## config.mk

```make
export PLATFORM = sky130hd
export DESIGN_NAME = vga_stream_tx
export DESIGN_NICKNAME = d
export VERILOG_FILES = /design/src/rtl/vga_stream_tx.sv
export SDC_FILE = /design/constraint.sdc
export NUM_CORES = 1
export LEC_CHECK = 0
export ABC_AREA = 1
export ABC_CLOCK_PERIOD_IN_PS = 1940
export CAP_MARGIN = 20
export CORE_UTILIZATION = 40
export CTS_BUF_LIST = sky130_fd_sc_hd__clkbuf_8
export DETAILED_ROUTE_END_ITERATION = 16
export PLACE_DENSITY = 0.72
export SLEW_MARGIN = 20
export SYNTH_ARGS = -nofsm -noshare
export SYNTH_HDL_FRONTEND = slang
export SYNTH_SLANG_ARGS = --single-unit
```

## constraint.sdc

```tcl
create_clock -name clk_i -period 1.94 [get_ports clk_i]
set_input_delay 0.291 -clock clk_i [delete_from_list [all_inputs] [get_ports clk_i]]
set_output_delay 0.291 -clock clk_i [all_outputs]
set_load 0.01 [all_outputs]
```

## src/rtl/vga_stream_tx.sv

```systemverilog
// vga_stream_tx: free-running VGA raster that aligns a valid/ready pixel stream to frame start
// and drives registered RGB, syncs, data-enable, coordinates, lock and underflow status.
module vga_stream_tx #(
    parameter int   HVA  = 1024,
    parameter int   HFP  = 24,
    parameter int   HSP  = 136,
    parameter int   HBP  = 160,
    parameter int   VVA  = 768,
    parameter int   VFP  = 3,
    parameter int   VSP  = 6,
    parameter int   VBP  = 29,
    parameter logic HPOL = 1'b0,
    parameter logic VPOL = 1'b0,
    parameter int   RD   = 5,
    parameter int   GD   = 6,
    parameter int   BD   = 5,
    parameter int   CW   = 12
) (
    input  logic                  clk_i,
    input  logic                  rst_ni,
    input  logic [RD+GD+BD-1:0]   in_data_i,
    input  logic                  in_valid_i,
    input  logic                  in_sof_i,
    output logic                  in_ready_o,
    input  logic                  uf_clr_i,
    output logic [RD-1:0]         r_o,
    output logic [GD-1:0]         g_o,
    output logic [BD-1:0]         b_o,
    output logic                  hsync_o,
    output logic                  vsync_o,
    output logic                  de_o,
    output logic [CW-1:0]         x_o,
    output logic [CW-1:0]         y_o,
    output logic                  locked_o,
    output logic                  underflow_o,
    output logic                  frame_end_o
);
    localparam int DW = RD + GD + BD;
    localparam int HT = HVA + HFP + HSP + HBP;
    localparam int VT = VVA + VFP + VSP + VBP;

    typedef enum logic {HUNT, LOCK} state_e;

    state_e        state_q, state_d;
    logic [CW-1:0] hc_q, vc_q, hc_d, vc_d, x_q, y_q;
    logic [DW-1:0] pix_q;
    logic          de_q, hs_q, vs_q, fe_q, uf_q;
    logic          h_end, v_end, act, origin, h_sync, v_sync, fire, ok, bad;

    always_comb begin
        h_end      = hc_q == CW'(HT - 1);
        v_end      = vc_q == CW'(VT - 1);
        hc_d       = h_end ? '0 : hc_q + CW'(1);
        vc_d       = h_end ? (v_end ? '0 : vc_q + CW'(1)) : vc_q;
        act        = hc_q < CW'(HVA) && vc_q < CW'(VVA);
        origin     = hc_q == '0 && vc_q == '0;
        h_sync     = hc_q >= CW'(HVA + HFP) && hc_q < CW'(HVA + HFP + HSP);
        v_sync     = vc_q >= CW'(VVA + VFP) && vc_q < CW'(VVA + VFP + VSP);
        // while hunting, non-sof beats drain freely; a sof beat waits for the raster origin
        in_ready_o = rst_ni && (state_q == LOCK ? act : (origin || !in_sof_i));
        fire       = in_valid_i && in_ready_o;
        bad        = state_q == LOCK && fire && (in_sof_i != origin);
        ok         = fire && (state_q == LOCK ? !bad : in_sof_i && origin);
        state_d    = (state_q == HUNT && ok) ? LOCK : bad ? HUNT : state_q;
    end

    always_ff @(posedge clk_i) begin
        if (!rst_ni) begin
            hc_q    <= '0;
            vc_q    <= '0;
            state_q <= HUNT;
            pix_q   <= '0;
            de_q    <= 1'b0;
            x_q     <= '0;
            y_q     <= '0;
            hs_q    <= ~HPOL;
            vs_q    <= ~VPOL;
            fe_q    <= 1'b0;
            uf_q    <= 1'b0;
        end else begin
            hc_q    <= hc_d;
            vc_q    <= vc_d;
            state_q <= state_d;
            pix_q   <= ok ? in_data_i : '0;
            de_q    <= act;
            x_q     <= hc_q;
            y_q     <= vc_q;
            hs_q    <= h_sync ? HPOL : ~HPOL;
            vs_q    <= v_sync ? VPOL : ~VPOL;
            fe_q    <= h_end && v_end;
            uf_q    <= (state_q == LOCK && act && !in_valid_i) || (uf_q && !uf_clr_i);
        end
    end

    assign r_o         = pix_q[DW-1 -: RD];
    assign g_o         = pix_q[BD +: GD];
    assign b_o         = pix_q[BD-1:0];
    assign hsync_o     = hs_q;
    assign vsync_o     = vs_q;
    assign de_o        = de_q;
    assign x_o         = x_q;
    assign y_o         = y_q;
    assign locked_o    = state_q == LOCK;
    assign underflow_o = uf_q;
    assign frame_end_o = fe_q;
endmodule

```

**Word level (Yosys, flattened, before mapping)**

Index checks and enable logic that the tools add are counted.

- Bitwise logic cells: 2
- Order comparisons: 6
- Equal/unequal tests: 3
- Add/sub/neg operators: 2
- Reduce and logical (&&, ||, !) cells: 26
- Multiplexer cells: 7

Operators by type and width:

| kind | number |
|---|---|
| adder 12 x 1 -> 12 bit, second input constant | 2 |
| logical NOT 12 bit | 2 |
| < comparator 12 x 10 -> 1 bit, second input constant | 2 |
| < comparator 12 x 11 -> 1 bit, second input constant | 2 |
| logical AND 1 bit | 15 |
| equality test 12 x 10 -> 1 bit, second input constant | 1 |
| equality test 12 x 11 -> 1 bit, second input constant | 1 |
| >= comparator 12 x 10 -> 1 bit, second input constant | 1 |
| >= comparator 12 x 11 -> 1 bit, second input constant | 1 |
| two-way mux 12 bit | 1 |
| two-way mux 1 bit | 6 |
| logical NOT 1 bit | 4 |
| logical OR 1 bit | 2 |
| inverter 1 bit | 2 |
| AND reduction 2 bit | 1 |
| nonzero test 2 bit | 1 |
| OR reduction 2 bit | 1 |
| inequality test 1 bit | 1 |

- Logic and storage cells: 57
- Register bits after elaboration: 70
- Bits of input ports: 21
- Output and inout bits: 47

**Longest topological paths before layout**

Gate-level depths: netlist of the first run.

- Word-level depth: 13
- Gate-level depth with buffers: 14
- Mapped depth without buffers: 14

**Least setup slack after synthesis of the first run**

No wires, ideal clock.

- Path type: register to register
- Start point: reg vc_q[0]
- End point: reg pix_q[10]
- Setup slack: -50 ps
- Period minus slack after synthesis: 1990 ps
- Path buffers: 1
- Stages on the path, launching flop included: 12
- Setup time: 64 ps
- Data arrival time: 1926 ps
- Path through: dfxtp_1 inv_1 ha_1 nand3_1 nor3b_1 nand3_1 ha_1 or2_2 nand2_1 nand4_2 buf_2 nor2_1

- Word-level cells in the longest chain between the ends: 12
- Elaborated cells between the ends (all ways): 16

RTL lines:

| item | line | RTL |
|---|---|---|
| from (decl) | 45 | `logic [CW-1:0] hc_q, vc_q, hc_d, vc_d, x_q, y_q;` |
| from (signal assigned) | 82 | `vc_q <= vc_d;` |
| branches (longest 10 deep; another with < comparator 12 x 10 -> 1 bit) | -- |  |
| logical AND 1 bit (*) | 63 | `ok = fire && (state_q == LOCK ? !bad : in_sof_i && origin);` |
| AND reduction 2 bit (no line) (*) | -- |  |
| to (signal assigned) | 84 | `pix_q <= ok ? in_data_i : '0;` |
| to (decl) | 46 | `logic [DW-1:0] pix_q;` |

Every way passes the cells marked *.
A chain may end at the register's enable or synchronous reset.

**Worst setup path in the final report of the first run**

- Start point: reg vc_q[0]
- End point: out in_ready_o

- Word-level cells in the longest chain between the ends: 5
- Elaborated cells between the ends (all ways): 7

RTL lines:

| item | line | RTL |
|---|---|---|
| branches (longest 3 deep; another with < comparator 12 x 10 -> 1 bit) | -- |  |
| two-way mux 1 bit (*) | 60 | `in_ready_o = rst_ni && (state_q == LOCK ? act : (origin \|\| !in_sof_i));` |
| logical AND 1 bit (*) | 60 |  |
| to (decl) | 24 | `output logic in_ready_o,` |

Marks and branches as above.

==> results of run 1 <==
[metrics by stage]
stage	hold slack [ps]	instances
floorplan	403.2	376
global placement	475.7	576
detailed placement	483.8	576
CTS	451.8	602
global route	450.1	603
finish	465.6	603
[routing by layer]
| metal | vias up | track usage | routed length [um] |
|---|---|---|---|
| li1 | 1389 | - | - |
| met4 | 0 | 0.08182 | 133 |
| met5 | - | 0 | 0 |
| met1 | 1196 | 0.2182 | 2826 |
| met2 | 57 | 0.3333 | 3335 |
| met3 | 13 | 0.07026 | 326 |
[power groups by stage]
stage / clock (W) / combinational [W] / sequential, W
2_1_floorplan: 0 / 0.0000723 / 0.00151
3_3_place_gp: 0 / 0.000191 / 0.00150
3_5_place_dp: 0 / 0.000194 / 0.00150
4_1_cts: 0.00111 / 0.000200 / 0.00146
5_1_grt: 0.00117 / 0.000229 / 0.00146
6_report: 0.00107 / 0.000207 / 0.00146
[flip-flops by register name, indices dropped and copies added (netlist names)]
signal and flops:
locked_o 1, vc_q 12, frame_end_o 1, vsync_o 1, y_o 12, hsync_o 1
de_o 1, pix_q 16, underflow_o 1, x_o 12, hc_q 12
[kinds of logic (layout without fill, tap and decap cells)]
group,after synthesis,after routing,synth area share
compound gates,20,20,0.03947
xor+xnor,5,5,0.01552
fa+ha+maj,8,8,0.03548
buf+inv,84,215,0.1175
flops,70,70,0.4967
simple gates,189,189,0.2953
[cell usage after synthesis]
library cell   n
nand2_1       77
nor4_1         3
nand2_4        1
nor3b_1        1
o21ai_0        3
buf_4          1
dfxtp_1       70
a211oi_1       1
inv_1         73
inv_2          2
or2_2          2
a31oi_1        2
clkinv_1       1
buf_6          1
nor2_2         3
buf_2          3
nor3_1         8
nand4_1        7
a2bb2oi_1      1
nand3_1       16
a21oi_1       12
nand3_2        1
nor2_4         1
buf_1          2
clkbuf_2       1
nand2_2        4
xnor2_1        1
nor2_1        63
xor2_1         4
ha_1           8
nand4_2        1
o21a_1         1
nor3_4         1
[layout make-up]
| class | instances | area, um^2 | area share |
|---|---|---|---|
| repair buffers | 124 | 1106 | 0.2591 |
| multi-input cells | 222 | 1165 | 0.2729 |
| clock buffers | 13 | 178.9 | 0.04191 |
| clock inverters | 2 | 7.507 | 0.001759 |
| flip-flops and latches | 70 | 1406 | 0.3294 |
| well taps | 96 | 120.1 | 0.02814 |
| inverters | 76 | 285.3 | 0.06682 |
[what timing repair did]
| action | in CTS | in global routing |
|---|---|---|
| gates resized for setup | 13 | 15 |
| buffers inserted | 11 | 1 |
| endpoints found under the setup margin | 18 | 18 |
| pin swaps | 5 | 7 |
[path summary, 6_finish.rpt]
path	start	to	slack, ps
worst max register to register	vc_q[0]$_SDFFE_PN0N_	pix_q[14]$_SDFF_PN0_	20
worst min register to register	underflow_o$_SDFF_PN0_	underflow_o$_SDFF_PN0_	500
worst min-delay path	in_data_i[1]	pix_q[1]$_SDFF_PN0_	470
worst max-delay path	vc_q[0]$_SDFFE_PN0N_	in_ready_o	-310
[worst register-to-register path, stage by stage (launching register included)]
cell	delay, ps
dfxtp_2	330
inv_2	80
ha_4	140
nand3_2	70
nor3b_2	200
nand3_1	120
ha_2	190
or2_4	230
nand2_1	130
nand4_4	110
buf_12	180
nor2_1	90
==> impl_metrics.tcl, run 1 <==
set metrics [dict create \
    numCtsBuffers 9 \
    power-per-cell-area_nw_per_um2 643.3 \
    layout_common_cells "nand2_1 (76), inv_1 (69), dfxtp_1 (66), clkdlybuf4s50_1 (66), nor2_1 (61)" \
    path_cells "inv_2 -> ha_4 -> nand3_2 -> nor3b_2 -> nand3_1 -> ha_2 -> or2_4 -> a21oi_2 -> buf_2" \
    setup_viol 1 \
    core_area_um2 6794 \
    gp_congestion 0.8862 \
    grt_pass1_wl_mm 11.14 \
    grt_max_degree 31 \
    p_seq_frac 0.533 \
    netlist.area_leader.share 0.4967 \
    antenna_found_initial 0 \
    internal-power_w 0.002158 \
    final_core_util 0.6284 \
    io_pins 68 \
    cts.path.max_buffers 2 \
    syn_inst 376 \
    finalMaxSlewViolations 0 \
    synth_cell_type_count 33 \
    n_fill_cell 592 \
    setup_ws_ps -309.8 \
    path_class "flop to output pin" \
    clk_latency_ps 340 \
    p_leak_nw 2.036 \
    layout_commonest_cell "nand2_1" \
    violations "negative setup slack" \
    synth_fp_nets 405 \
    fin_crit_ps 2250 \
    switching_share 0.2144 \
    whs_path_depth 3 \
    post-route-period-util 1.160 \
    cp.depth 9 \
    cp_slowest_cell "dfxtp_2" \
    slew_headroom 0.7515 \
    root_buffer "clkbuf_8" \
    rows 30 \
    pre_cts_ws_ps -633.2 \
    finalSetupTns_ps -309.8 \
    wirelength_mm 6.622 \
    synth_area_leader_cell "dfxtp_1" \
    peakVddDrop_mv 0.5176 \
    rsz0062_at_grt "true" \
    max_freq_mhz 444.5 \
    cts_tree "yes" \
    critPathRequiredTime_ps 1650 \
    pwr-share-clk 0.391 \
    crit_fanout 2 \
    clock-sinks 70 \
    grt_usage 0.1947 \
    die_w_um 85.99 \
    finalPower_w 0.002746 \
    cts_hold_buffers 0 \
    drc_errors 0 \
    ant_nets 0 \
    grt_overflow_total 0 \
    postSynthAreaPerCell_um2 7.504 \
    synth.area.top_cells "dfxtp_1 (50%), nand2_1 (10%), inv_1 (9.7%)" \
    synth-seq-area-share 0.4967 \
    max-cap-violations 0 \
    netlist_area_um2 2821 \
    crit_path_start_kind "flop" \
    critPathTopFamily "simple AND/OR/NAND/NOR gates" \
    portBuffers 67 \
    drt_iter0_drc 150 \
    htreeDepth 3 \
    r2r_cells 11 \
    ys_ff_latch 70 \
    post_drt_wl_per_cell_um 10.98 \
    placed_cell_area_um2 3925 \
    synth_warnings 0 \
    cp-end-kind "output pin" \
    grt_pass1_vias 2550 \
    syn2layout_area_growth_pct 51.31 \
    fin_area_um2 4269 \
    n_antenna_cell 0 \
    pwr-share-comb 0.075 \
    worst_pin_slew_ps 371.6 \
    hpwl_mm 4.665 \
    initial_utilization 0.4153 \
    vias 2655 \
    hold_viol_final 0 \
    clk_pin_slew_ps 70 \
    drt_pass1_iterations 4 \
    fin_nets 532 \
    avgViaCountPerCell 4.403 \
    drive_above_1_share 0.2110 \
    cp_slowest_stage_delay_ps 330 \
    holdCritPathClass "input pin to flop" \
    die_h_um 85.99 \
    p_sw_w 0.0005887 \
    die-area_um2 7393 \
    finClkSkew_ps 6.142 \
    outcome "finished, violations left" \
    path_buf_inv 2 \
    arrival_ps 1960 \
]
(Power assumes the default switching activity.)
==> run 2, diff against run 1 <==
Settings changed: CORE_UTILIZATION 40 to 35, PLACE_DENSITY 0.72 to 0.65.
==> impl_metrics.tcl, run 2 (same netlist as run 1, synthesis figures left out) <==
set metrics [dict create \
    grt.met1_usage 0.1960 \
    die_w_um 91.79 \
    grt_pass1_vias 2504 \
    layout_common_cells "nand2_1 (75), inv_1 (69), dfxtp_1 (67), clkdlybuf4s50_1 (66), nor2_1 (62)" \
    initial_utilization 0.3632 \
    worst_pin_slew_ps 369.1 \
    avgViaCountPerCell 4.375 \
    critPathRequiredTime_ps 1650 \
    largest_reg_flops 16 \
    cp-end-kind "output pin" \
    hpwl_mm 4.826 \
    p_sw_w 0.0006340 \
    hold_viol_final 0 \
    rows 32 \
    placedCellCount 580 \
    gr-usage-met3 0.05058 \
    finClkSkew_ps 11.96 \
    die-area_um2 8424 \
    fin_area_um2 4252 \
    internal-power_w 0.002194 \
    grt_overflow_total 0 \
    pwr-share-clk 0.409 \
    fin_crit_ps 2225 \
    arrival_ps 1930 \
    finalMaxSlewViolations 0 \
    antenna_found_initial 0 \
    cts_tree "yes" \
    wirelength_mm 6.637 \
    root_buffer "clkbuf_8" \
    setup_viol 1 \
    p_leak_nw 2.009 \
    grt-busiest-layer "met2" \
    setup_ws_ps -284.9 \
    layout_commonest_cell "nand2_1" \
    violations "negative setup slack" \
    rsz0062_at_grt "true" \
    outcome "finished, violations left" \
    finalPower_w 0.002828 \
    post-route-period-util 1.147 \
    clk_latency_ps 340 \
    fin_hold_ws_ps 467.8 \
    holdCritPathClass "input pin to flop" \
    p_seq_frac 0.517 \
    die_h_um 91.79 \
    drc_errors 0 \
    grt_usage 0.1658 \
    ant_nets 0 \
    path_class "flop to output pin" \
    portBuffers 67 \
    drt_iter0_drc 93 \
    htreeDepth 3 \
    gp_congestion 0.8441 \
    switching_share 0.2242 \
    crit_path_start_kind "flop" \
    placed_cell_area_um2 3930 \
    io_pins 68 \
    n_antenna_cell 0 \
    slew_headroom 0.7539 \
    grtUsageMet2 0.2757 \
    numCtsBuffers 9 \
    clock-sinks 70 \
    final_cells 600 \
    pwr-share-comb 0.074 \
    core_area_um2 7767 \
    vias 2625 \
    cts_hold_buffers 0 \
    power-per-cell-area_nw_per_um2 665.1 \
    syn2layout_area_growth_pct 50.69 \
    max-cap-violations 0 \
    largest_register "pix_q" \
    n_fill_cell 729 \
    drt_pass1_iterations 5 \
    grt_max_degree 31 \
    drive_above_1_share 0.1968 \
    post_drt_wl_per_cell_um 11.06 \
    crit_fanout 2 \
    cts.path.max_buffers 2 \
    fin_nets 522 \
    grt_pass1_wl_mm 11.05 \
    max_freq_mhz 449.5 \
    peakVddDrop_mv 0.3031 \
    clk_pin_slew_ps 80 \
]
run 2: per-stage QoR:
| stage | TNS [ps] | setup slack [ps] | utilization |
|---|---|---|---|
| finish | -284.9 | -284.9 | 0.5474 |
| global route | -1491 | -412.8 | 0.5474 |
| CTS | -440.3 | -369.8 | 0.5385 |
| detailed placement | -4971 | -690.7 | 0.5060 |
| global placement | -3423 | -612.9 | 0.5060 |
| floorplan | 0 | 14.12 | - |
run 2: final timing paths:
check	from	endpoint	slack (ps)	cells past startpoint
worst max-delay path	vc_q[7]$_SDFFE_PN0N_	in_ready_o	-280	9
worst min-delay path	in_data_i[2]	pix_q[2]$_SDFF_PN0_	470	3
worst max register to register	vc_q[7]$_SDFFE_PN0N_	pix_q[8]$_SDFF_PN0_	50	11
worst min register to register	underflow_o$_SDFF_PN0_	underflow_o$_SDFF_PN0_	500	2
run 2: routing by layer:
metal	routed length (um)	part of all wire
met1	3001	0.45
met3	280	0.042
met5	0	0
met2	3268	0.49
met4	87	0.013
run 2: layout make-up:
| class | count | area (um^2) | share of cell area |
|---|---|---|---|
| tap | 102 | 127.6 | 0.03002 |
| timing repair buffer | 114 | 1061 | 0.2496 |
| sequential | 70 | 1405 | 0.3305 |
| clock inverter | 6 | 61.31 | 0.01442 |
| clock buffer | 10 | 137.6 | 0.03237 |
| multi-input combinational | 222 | 1174 | 0.2760 |
| inverter | 76 | 285.3 | 0.06710 |
run 2: power groups by stage:
| stage | combinational [W] | clock [W] | sequential [W] |
|---|---|---|---|
| floorplan | 0.0000723 | 0 | 0.00151 |
| global placement | 0.000191 | 0 | 0.00150 |
| detailed placement | 0.000193 | 0 | 0.00150 |
| CTS | 0.000198 | 0.00121 | 0.00146 |
| global route | 0.000229 | 0.00126 | 0.00146 |
| finish | 0.000210 | 0.00116 | 0.00146 |
run 2: timing repair:
item / CTS / global route
resized for setup: 16 / 10
cloned: 0 / 1
pin swaps: 5 / 4
setup buffers: 3 / 0
endpoints found under the setup margin: 18 / 18
run 2: worst max-delay path: stages, from the launching register on:
cell	delay [ps]
dfxtp_2	330
inv_2	70
nand2_4	50
nor3_4	150
nor3b_2	210
nand3_2	130
ha_4	180
or2_4	230
a21oi_2	110
buf_2	150
==> run 3, diff against run 2 <==
Settings changed: CELL_PAD_IN_SITES_DETAIL_PLACEMENT from default to 1, CELL_PAD_IN_SITES_GLOBAL_PLACEMENT from default to 1, CORE_UTILIZATION 35 to 33, PLACE_DENSITY 0.65 to 0.81, SLEW_MARGIN 20 to 40.
==> impl_metrics.tcl, run 3 (same netlist as run 1, synthesis figures left out) <==
set metrics [dict create \
    r2r_cells 15 \
    drc_errors 0 \
    critPathTopFamily "simple AND/OR/NAND/NOR gates" \
    cts_hold_buffers 0 \
    core_area_um2 8258 \
    grt_usage 0.2042 \
    clock-sinks 70 \
    p_leak_nw 2.078 \
    htreeDepth 3 \
    path_cells "inv_2 -> ha_4 -> nand3_4 -> nor3b_4 -> nand3_2 -> buf_4 -> buf_6 -> buf_4 -> inv_4 -> ha_4 -> nor2_2 -> nor2_2 -> nand4_4 -> clkbuf_16 -> nor2_2" \
    worst_pin_slew_ps 375.2 \
    gp_congestion 0.8491 \
    critPathRequiredTime_ps 2240 \
    cpMostUsedCell "nor2_2" \
    layout_common_cells "nand2_1 (75), inv_1 (68), clkdlybuf4s50_1 (66), dfxtp_1 (65)" \
    holdCritPathClass "input pin to flop" \
    setup_ws_ps -377.3 \
    drt_iter0_drc 124 \
    n_fill_cell 1018 \
    io_pins 68 \
    hold_viol_final 0 \
    crit_fanout 8 \
    numCtsBuffers 9 \
    post-route-period-util 1.194 \
    grt_overflow_total 0 \
    rows 33 \
    grt_max_degree 31 \
    violations "negative setup slack" \
    whs_path_depth 3 \
    vias 2845 \
    fin_nets 529 \
    wirelength_mm 9.144 \
    path_class "flop to flop" \
    portBuffers 67 \
    drt_pass1_iterations 4 \
    final_cells 610 \
    rsz0062_at_grt "true" \
    power-per-cell-area_nw_per_um2 738.2 \
    ant_nets 0 \
    post_drt_wl_per_cell_um 14.99 \
    syn2layout_area_growth_pct 57.74 \
    finalPower_w 0.003285 \
    largest_reg_flops 16 \
    grt_pass1_vias 2908 \
    fin_crit_ps 2317 \
    grt_pass1_wl_mm 13.68 \
    hpwl_mm 5.905 \
    clk_latency_ps 370 \
    cp_slowest_stage_delay_ps 340 \
    peakVddDrop_mv 0.5036 \
    layout_commonest_cell "nand2_1" \
    finalMaxSlewViolations 0 \
    max_freq_mhz 431.5 \
    die_h_um 94.47 \
    cp.depth 15 \
    cts.path.max_buffers 2 \
    placedCellCount 586 \
    cp_slowest_cell "dfxtp_2" \
    path_buf_inv 6 \
    arrival_ps 2620 \
    drive_above_1_share 0.2455 \
    cts_tree "yes" \
    root_buffer "clkbuf_8" \
    initial_utilization 0.3417 \
    setup_viol 18 \
    cp-end-kind "flop" \
    largest_register "pix_q" \
    die_w_um 94.47 \
    die-area_um2 8924 \
    avgViaCountPerCell 4.664 \
    antenna_found_initial 0 \
    slew_headroom 0.7498 \
    clk_pin_slew_ps 80 \
    n_antenna_cell 0 \
    max-cap-violations 0 \
    finClkSkew_ps 12.28 \
    crit_path_start_kind "flop" \
    outcome "finished, violations left" \
]
-- run 3: metal layers --
metal  track usage  wire length [um]  up-vias
met5             0                 0        -
met4        0.1048               268        0
met3       0.03865               266       26
met2        0.3678              4834       61
met1        0.2278              3774     1381
li1              -                 -     1377
-- run 3: power by group --
group / internal, W / switching (W)
sequential: 0.00146 / 0.00000895
combinational: 0.000142 / 0.000128
clock: 0.000979 / 0.000572
-- run 3: cell type report --
type	count	area (um^2)	area share
flip-flops and latches	70	1408	0.3163
multi-input cells	222	1250	0.2809
repair buffers	121	1112	0.2499
inverters	76	287.8	0.06466
clock inverters	7	137.6	0.03092
well taps	105	131.4	0.02952
clock buffers	9	123.9	0.02783
-- run 3: per-stage QoR --
step	setup TNS, ps	utilization	hold slack (ps)	cell area (um^2)	worst slack (ps)
final	-5635	0.5389	440.4	4451	-377.3
after global routing	-7533	0.5389	440.1	4451	-467.7
after CTS	-6308	0.5170	422.5	4269	-451.5
after detailed placement	-6239	0.4776	492.0	3944	-750.2
after global placement	-3433	0.4776	475.3	3944	-622.9
after floorplan	0	-	403.2	2833	14.12
-- run 3: timing repair --
action / CTS / global route
buffers inserted: 4 / 4
setup endpoints to repair: 18 / 20
gates cloned: 0 / 1
pin swaps: 6 / 10
gates resized for setup: 20 / 36
-- run 3: final timing paths --
| check | startpoint | end | slack, ps |
|---|---|---|---|
| min | in_data_i[9] | pix_q[9]$_SDFF_PN0_ | 440 |
| max | vc_q[1]$_SDFFE_PN0N_ | pix_q[12]$_SDFF_PN0_ | -380 |
| min reg2reg | underflow_o$_SDFF_PN0_ | underflow_o$_SDFF_PN0_ | 510 |
| max reg2reg | vc_q[1]$_SDFFE_PN0N_ | pix_q[12]$_SDFF_PN0_ | -380 |
-- run 3: worst register-to-register path, cell delays in order (launching register included) --
cell       delay, ps
dfxtp_2          340
inv_2             80
ha_4             140
nand3_4           70
nor3b_4          220
nand3_2          110
buf_4            160
buf_6            110
buf_4            130
inv_4             50
ha_4             120
nor2_2            40
nor2_2           180
nand4_4          160
clkbuf_16        230
nor2_2           120
